--- config.mk ---
export PLATFORM = sky130hd
export DESIGN_NAME = alarm_ringer
export DESIGN_NICKNAME = d
export VERILOG_FILES = /design/src/rtl/alarm_ringer.sv
export SDC_FILE = /design/constraint.sdc
export NUM_CORES = 1
export LEC_CHECK = 0
export ABC_AREA = 1
export BUFFER_PORTS_ARGS = -buffer_cell sky130_fd_sc_hd__buf_2
export CAP_MARGIN = 5
export CORE_UTILIZATION = 56
export DETAILED_ROUTE_END_ITERATION = 6
export HOLD_SLACK_MARGIN = 0.1
export PLACE_DENSITY = 0.75
export SYNTH_ARGS = -nofsm -noshare
export SYNTH_HDL_FRONTEND = slang
export SYNTH_SLANG_ARGS = --single-unit
--- constraint.sdc ---
create_clock -name clk -period 1.8 [get_ports clk]
set_input_delay 0 -clock clk [delete_from_list [all_inputs] [get_ports clk]]
set_output_delay 0 -clock clk [all_outputs]
set_load 0.05 [all_outputs]
--- src/rtl/alarm_ringer.sv ---
// Alarm ringer: beeps a gated tone and LED while `ring` is high, debounces the stop button, returns a one-cycle cancel.
// Optional auto-cancel after TIMEOUT_BEEPS complete beeps when RINGER_TIMEOUT_EN is defined.
module alarm_ringer #(
    parameter int TONE_DIV      = 50_000,
    parameter int BEEP_ON       = 25_000_000,
    parameter int BEEP_OFF      = 25_000_000,
    parameter int DEBOUNCE      = 1_000_000,
    parameter int TIMEOUT_BEEPS = 60
) (
    input  logic clk,
    input  logic rst_n,
    input  logic ring,
    input  logic btn_stop,
    output logic cancel,
    output logic buzzer,
    output logic led,
    output logic ringing
);

    localparam logic [2:0] ST_IDLE     = 3'd0;
    localparam logic [2:0] ST_BEEP_ON  = 3'd1;
    localparam logic [2:0] ST_BEEP_OFF = 3'd2;
    localparam logic [2:0] ST_CANCEL   = 3'd3;
    localparam logic [2:0] ST_HOLD     = 3'd4;

    localparam int PHASE_MAX = (BEEP_ON > BEEP_OFF) ? BEEP_ON : BEEP_OFF;
    localparam int PH_W      = $clog2(PHASE_MAX + 1);
    localparam int TN_W      = $clog2(TONE_DIV + 1);
    localparam int DB_W      = $clog2(DEBOUNCE + 1);

    localparam logic [PH_W-1:0] ON_LAST  = PH_W'(BEEP_ON - 1);
    localparam logic [PH_W-1:0] OFF_LAST = PH_W'(BEEP_OFF - 1);
    localparam logic [TN_W-1:0] TN_LAST  = TN_W'(TONE_DIV - 1);
    localparam logic [DB_W-1:0] DB_LAST  = DB_W'(DEBOUNCE - 1);

    logic            sync1_r, sync2_r;
    logic            deb_r, deb_d_r;
    logic [DB_W-1:0] db_cnt_r;
    logic            press_s;
    logic [2:0]      state_r, state_nx_s;
    logic [PH_W-1:0] phase_r;
    logic [TN_W-1:0] tone_r;
    logic            phase_done_s;
    logic            timeout_hit_s;

    // Two-flop synchroniser for the asynchronous stop button
    always_ff @(posedge clk or negedge rst_n) begin
        if (!rst_n) begin
            sync1_r <= 1'b0;
            sync2_r <= 1'b0;
        end else begin
            sync1_r <= btn_stop;
            sync2_r <= sync1_r;
        end
    end

    // Debounce: a new level is accepted only after DEBOUNCE consecutive differing samples
    always_ff @(posedge clk or negedge rst_n) begin
        if (!rst_n) begin
            deb_r    <= 1'b0;
            deb_d_r  <= 1'b0;
            db_cnt_r <= '0;
        end else begin
            deb_d_r <= deb_r;
            if (sync2_r == deb_r) begin
                db_cnt_r <= '0;
            end else if (db_cnt_r == DB_LAST) begin
                deb_r    <= sync2_r;
                db_cnt_r <= '0;
            end else begin
                db_cnt_r <= db_cnt_r + 1'b1;
            end
        end
    end

    assign press_s = deb_r & ~deb_d_r;

`ifdef RINGER_TIMEOUT_EN
    localparam int BP_W = $clog2(TIMEOUT_BEEPS + 1);
    localparam logic [BP_W-1:0] BEEP_LAST = BP_W'(TIMEOUT_BEEPS - 1);
    logic [BP_W-1:0] beep_r;

    // Completed-beep counter; the last beep's off-phase expiry triggers the timeout
    always_ff @(posedge clk or negedge rst_n) begin
        if (!rst_n) begin
            beep_r <= '0;
        end else if (state_r == ST_IDLE) begin
            beep_r <= '0;
        end else if (state_r == ST_BEEP_OFF && state_nx_s == ST_BEEP_ON) begin
            beep_r <= beep_r + 1'b1;
        end else begin
            beep_r <= beep_r;
        end
    end

    assign timeout_hit_s = (beep_r == BEEP_LAST);
`else
    logic unused_timeout_s;
    assign unused_timeout_s = (TIMEOUT_BEEPS > 32'sd0);
    assign timeout_hit_s    = 1'b0;
`endif

    // Phase expiry for whichever beep half is active
    always_comb begin
        phase_done_s = 1'b0;
        if (state_r == ST_BEEP_ON) begin
            phase_done_s = (phase_r == ON_LAST);
        end else if (state_r == ST_BEEP_OFF) begin
            phase_done_s = (phase_r == OFF_LAST);
        end else begin
            phase_done_s = 1'b0;
        end
    end

    // Next-state logic; ring drop outranks cancel requests, which outrank phase changes
    always_comb begin
        state_nx_s = state_r;
        case (state_r)
            ST_IDLE: begin
                if (ring) state_nx_s = ST_BEEP_ON;
                else      state_nx_s = ST_IDLE;
            end
            ST_BEEP_ON: begin
                if (!ring)             state_nx_s = ST_IDLE;
                else if (press_s)      state_nx_s = ST_CANCEL;
                else if (phase_done_s) state_nx_s = ST_BEEP_OFF;
                else                   state_nx_s = ST_BEEP_ON;
            end
            ST_BEEP_OFF: begin
                if (!ring)                                     state_nx_s = ST_IDLE;
                else if (press_s || (phase_done_s && timeout_hit_s)) state_nx_s = ST_CANCEL;
                else if (phase_done_s)                         state_nx_s = ST_BEEP_ON;
                else                                           state_nx_s = ST_BEEP_OFF;
            end
            ST_CANCEL: state_nx_s = ST_HOLD;
            ST_HOLD: begin
                if (!ring) state_nx_s = ST_IDLE;
                else       state_nx_s = ST_HOLD;
            end
            default: state_nx_s = ST_IDLE;
        endcase
    end

    // State register and phase counter, reloaded on every state entry
    always_ff @(posedge clk or negedge rst_n) begin
        if (!rst_n) begin
            state_r <= ST_IDLE;
            phase_r <= '0;
        end else begin
            state_r <= state_nx_s;
            if (state_nx_s != state_r || (state_r != ST_BEEP_ON && state_r != ST_BEEP_OFF)) begin
                phase_r <= '0;
            end else begin
                phase_r <= phase_r + 1'b1;
            end
        end
    end

    // Registered outputs decoded from the next state so they align with the state register
    always_ff @(posedge clk or negedge rst_n) begin
        if (!rst_n) begin
            cancel  <= 1'b0;
            led     <= 1'b0;
            ringing <= 1'b0;
            buzzer  <= 1'b0;
            tone_r  <= '0;
        end else begin
            cancel  <= (state_nx_s == ST_CANCEL);
            led     <= (state_nx_s == ST_BEEP_ON);
            ringing <= (state_nx_s == ST_BEEP_ON) || (state_nx_s == ST_BEEP_OFF);
            if (state_nx_s == ST_BEEP_ON && state_r == ST_BEEP_ON) begin
                if (tone_r == TN_LAST) begin
                    tone_r <= '0;
                    buzzer <= ~buzzer;
                end else begin
                    tone_r <= tone_r + 1'b1;
                    buzzer <= buzzer;
                end
            end else begin
                tone_r <= '0;
                buzzer <= 1'b0;
            end
        end
    end

endmodule
; Yosys cells after proc, flatten, opt, wreduce, memory -nomap -nowiden
; Index checks and enable logic that the tools add are counted.
[word_totals]
ff_bits = 72
input_bits = 4
out_inout_bits = 4
[op_classes]
add_sub_neg = 3
eq_ne = 15
mux = 18
n_bitwise = 4
n_reduce_logical = 6
[ops]
columns = operator, n
row1 = 2-to-1 mux 20 bit, 2
row2 = 2-to-1 mux 16 bit, 2
row3 = "adder 25 x 1 -> 25 bit, second input constant", 1
row4 = "equality test 25 bit, second input constant", 1
row5 = 2-to-1 mux 25 bit, 1
row6 = "adder 20 x 1 -> 20 bit, second input constant", 1
row7 = "equality test 20 bit, second input constant", 1
row8 = "adder 16 x 1 -> 16 bit, second input constant", 1
row9 = "equality test 16 bit, second input constant", 1
row10 = case mux 3 bit (5 select lines), 1
row11 = "equality test 3 x 2 -> 1 bit, second input constant", 4
row12 = 2-to-1 mux 2 bit, 6
row13 = "equality test 3 x 1 -> 1 bit, second input constant", 2
row14 = 2-to-1 mux 1 bit, 5
row15 = "equality test 3 bit, second input constant", 1
row16 = zero test 3 bit, 1
row17 = 2-to-1 mux 3 bit, 1
row18 = "inequality test 3 x 1 -> 1 bit, second input constant", 1
row19 = "inequality test 3 x 2 -> 1 bit, second input constant", 1
row20 = inequality test 3 bit, 1
row21 = inverter 1 bit, 3
row22 = logical AND 1 bit, 2
row23 = logical OR 1 bit, 2
row24 = "inequality test 2 x 1 -> 1 bit, second input constant", 1
row25 = other kinds (3), 3

; Logic depth before layout (Yosys ltp)
[logic_depth]
ltp_word = 10
ltp_mapped = 15
mapped_depth_nobuf = 14

; Worst setup path before layout
; Ideal clock, no wire load.
[synth_path]
kind = reg-to-reg
from = register phase_r[0]
to = register tone_r[10]
setup_time_ns = 0.125
arrival_ns = 1.646
required_ns = 1.675
slack_ns = 0.029
stages_incl_launch_ff = 16
path_buffers = 1
synth_period_minus_slack_ns = 1.771
cell_sequence = dfrtp_1 > ha_1 > nand2_2 > nor2_4 > nand2_2 > nor2_2 > nand2_1 > nand2_1 > nand3_1 > nand2_2 > inv_2 > nand2_2 > inv_2 > nand2_4 > buf_12 > nor2_4
[synth_between]
elab_chain_cells = 10
word_cells_on_any_way = 13
classes_between = eq/ne (2) / mux (10) / reduce/logical (1)
[synth_rtl]
columns = item, line
row1 = from (decl), 41  ; logic [PH_W-1:0] phase_r;
row2 = from (signal assigned), 154  ; phase_r <= phase_r + 1'b1;
row3 = equality test 25 bit *, "107, 109"
row4 = 2-to-1 mux 1 bit, 108  ; end else if (state_r == ST_BEEP_OFF) begin
row5 = 2-to-1 mux 1 bit *, 106  ; if (state_r == ST_BEEP_ON) begin
row6 = "2-to-1 mux 2 bit, on equally long branches", "132, 126"
row7 = "2-to-1 mux 2 bit, on equally long branches", "131, 125"
row8 = "2-to-1 mux 2 bit, on equally long branches", "130, 124"
row9 = case mux 3 bit (5 select lines) *, 118  ; case (state_r)
row10 = named net state_nx_s[1], 40  ; logic [2:0] state_r, state_nx_s;
row11 = equality test 3 x 1 -> 1 bit *, 171  ; if (state_nx_s == ST_BEEP_ON && state_r == ST_BEEP_ON) begin
row12 = logical AND 1 bit *, 171
row13 = 2-to-1 mux 16 bit *, 171
row14 = to (signal assigned), 176  ; tone_r <= tone_r + 1'b1;
row15 = to (decl), 42  ; logic [TN_W-1:0] tone_r;
; The timed path passes the listed nets; every way through them passes the cells marked *.
; A chain may end at the register's enable or synchronous reset.

; Final worst setup path
[layout_path]
from = register phase_r[1]
to = register tone_r[13]
; The elaborated chain is that of the path after synthesis.

==> results_dict.tcl <==
set metrics [dict create \
    p_int_uw 2420 \
    cp-end-kind "flop" \
    drtIter0Drc 175 \
    comb_power_share_pct 14.5 \
    synth_seq_cells 72 \
    syn2layout_area_growth_pct 16.6 \
    synth_cells 457 \
    p_clk_share_pct 33.9 \
    synth_warnings 0 \
    core_area_mm2 0.00646 \
    dp_hpwl_um 5110 \
    h-tree-depth 3 \
    worst_slew_pin_slew_ns 0.869 \
    start_kind "flop" \
    crit_buf_inv 3 \
    cp_common_cell "nand2_2" \
    wl_per_cell_um 12.8 \
    finalSetupViolCount 0 \
    synth.cell_area_mm2 0.00380 \
    drt-vias-per-instance 5.29 \
    p_leak_uw 0.00190 \
    final_nets 510 \
    drv_slew 0 \
    min_path_type "input pin to flop" \
    cts.reportedPaths.clkPinSlew_ns 0.07 \
    drv_cap 0 \
    row_count 29 \
    crit_arrival_ns 2.02 \
    die_height_um 84.4 \
    grt.overflow.total 0 \
    hp-start "btn_stop" \
    crit_chain "ha_2, nand2_2, nor2_4, nand2_2, nor2_2, nand2_1, nand2_2, nand3_2, nand2_2, inv_2, nand2_2, inv_2, nand2_4, buf_16, nor2_4" \
    p_sw_share_pct 26.4 \
    dp_slack_ns -0.0431 \
    grt_setup_unrepaired "true" \
    period_share_pct 99.4 \
    drive_gt1_share_pct 19.3 \
    whs_ns 0.305 \
    cts_root_buf "clkbuf_8" \
    p_sw_uw 865 \
    required_ns 2.04 \
    drt-total-wl_um 7460 \
    port_buffers 7 \
    fmax_mhz 559 \
    crit_path_max_fanout 8 \
    start_util_pct 58.9 \
    syn_nets 464 \
    track_usage_pct 23.3 \
    grt_pass1_vias 3044 \
    hold_violations 0 \
    ys_seq_area_share_pct 47.4 \
    seq_power_share_pct 51.5 \
    grt_max_degree 73 \
    clk_latency_ns 0.34 \
    cts_tree "done" \
    synth_cell_types 30 \
    syn_area_per_cell_um2 8.32 \
    vias 3087 \
    drc 0 \
    dieArea_mm2 0.00713 \
    grt_pass1_wl_um 13100 \
    power_density_mw_per_mm2 740 \
    crit_type "flop to flop" \
    min_period_ns 1.79 \
    ioPinCount 8 \
    cp-startpoint "phase_r[1]$_DFF_PN0_" \
    n_antenna_cell 0 \
    r2r-start "phase_r[1]$_DFF_PN0_" \
    slowest_stage "dfrtp_1" \
    skew_ns 0.00729 \
    numCtsBuffers 9 \
    cts_buffer_depth 2 \
    fp.dieW_um 84.4 \
    slew_headroom_pct 42.1 \
    peakVddDrop_mv 0.514 \
    crit_family "simple AND/OR/NAND/NOR gates" \
    post-route-worst-setup-slack_ns 0.0116 \
    final_antenna_net_count 0 \
    cts_sinks 72 \
    drtPass1Iterations 5 \
    status "finished clean" \
    place_congestion 0.914 \
    slowest_delay_ns 0.36 \
    antenna_found_initial 0 \
]
cell usage in the layout (no fill, tap or decap), drive strengths merged:
cell type / instances
mux2: 1
inv: 61
xnor2: 9
nand3: 28
buf: 37
a21oi: 9
clkbuf: 15
nand4: 18
nor4: 9
dlygate4sd3: 3
nand2: 78
o21ai: 13
o31ai: 1
nor2: 97
and3: 1
ha: 3
o21bai: 1
xor2: 31
dfrtp: 72
or2: 1
nand3b: 2
nor3: 17
flip-flops by register name (all words and copies together) (netlist names):
signal / count
deb_d_r: 1
cancel: 1
tone_r: 16
state_r: 3
sync1_r: 1
db_cnt_r: 20
sync2_r: 1
led: 1
buzzer: 1
phase_r: 25
ringing: 1
deb_r: 1
final cells by class:
class / count / area, um^2
clock buffer: 15 / 166
fill: 493 / 2020
inverter: 61 / 229
multi-input combinational: 319 / 1790
sequential: 72 / 1800
tap: 77 / 96.3
timing repair buffer: 40 / 350
cells in the mapped netlist:
cell | number | area share [%]
or2_2 | 1 | 0.16
nor2_2 | 2 | 0.33
clkbuf_1 | 1 | 0.099
inv_2 | 5 | 0.49
buf_4 | 2 | 0.39
nand3_2 | 1 | 0.26
nor2_1 | 84 | 8.3
buf_12 | 1 | 0.53
o21ai_0 | 13 | 1.7
o21bai_1 | 1 | 0.20
nand3b_1 | 2 | 0.39
nor2_4 | 11 | 3.3
nand2_1 | 71 | 7.0
nor3_1 | 16 | 2.1
nand4_1 | 18 | 3.0
o31ai_1 | 1 | 0.20
nand2_2 | 6 | 0.99
xor2_1 | 31 | 7.1
and3_1 | 1 | 0.16
nor3_2 | 1 | 0.26
buf_6 | 1 | 0.30
nand3_1 | 27 | 3.6
ha_1 | 3 | 0.99
mux2_2 | 1 | 0.30
a21oi_1 | 9 | 1.2
xnor2_1 | 9 | 2.1
nand2_4 | 1 | 0.30
dfrtp_1 | 72 | 47
nor4_1 | 9 | 1.5
inv_1 | 56 | 5.5
power groups by stage:
stage	Sequential [uW]	Combinational [uW]	Clock, uW
6_report	1690	478	1110
5_1_grt	1700	525	1220
4_1_cts	1690	483	1150
3_5_place_dp	1720	440	0
3_3_place_gp	1720	431	0
2_1_floorplan	1760	231	0
metrics by stage:
stage          instance area [um^2]  cells  util [%]  setup TNS [ns]  power (uW)
2_1_floorplan                  3800    457         -               0        1990
3_3_place_gp                   4110    561      63.7               0        2150
3_5_place_dp                   4110    561      63.7          -0.438        2160
4_1_cts                        4370    582      67.7               0        3320
5_1_grt                        4430    584      68.7           -3.75        3440
6_report                       4430    584      68.7               0        3280
worst paths after layout:
| check | end | slack (ns) | cells past startpoint |
|---|---|---|---|
| worst max-delay path | tone_r[13]$_DFF_PN0_ | 0.01 | 15 |
| worst min register to register | sync2_r$_DFF_PN0_ | 0.35 | 0 |
| min in group asynchronous | state_r[2]$_DFF_PN0_ | 0.33 | 2 |
| worst max register to register | tone_r[13]$_DFF_PN0_ | 0.01 | 15 |
| max in group asynchronous | tone_r[8]$_DFF_PN0_ | 0.92 | 2 |
| worst min-delay path | sync1_r$_DFF_PN0_ | 0.30 | 2 |
logic make-up (layout without fill, tap and decap cells):
group / after synthesis / in the layout / share of synthesized area (%)
flops: 72 / 72 / 47.4
xor+xnor: 40 / 40 / 9.21
compound gates: 24 / 24 / 3.29
fa+ha+maj: 3 / 3 / 0.987
simple gates: 251 / 251 / 31.5
buf+inv: 66 / 116 / 7.34
mux: 1 / 1 / 0.296
repair_timing:
item / in CTS / in global routing
hold endpoints to repair: 74 / 0
buffers inserted: 2 / 2
cloned: 1 / 0
endpoints found under the setup margin: 39 / 49
resized for setup: 6 / 16
hold buffers: 3 / 0
pin swaps: 2 / 3
routing by layer:
| metal | part of all wire, % | global-route usage (%) | vias up |
|---|---|---|---|
| met5 | 0 | 0 | - |
| met4 | 2.1 | 8.94 | 0 |
| met3 | 4.6 | 5.60 | 17 |
| met2 | 49 | 40.0 | 85 |
| met1 | 45 | 28.6 | 1442 |
| li1 | - | - | 1543 |
Note: power is estimated with default switching activity, not from simulation.
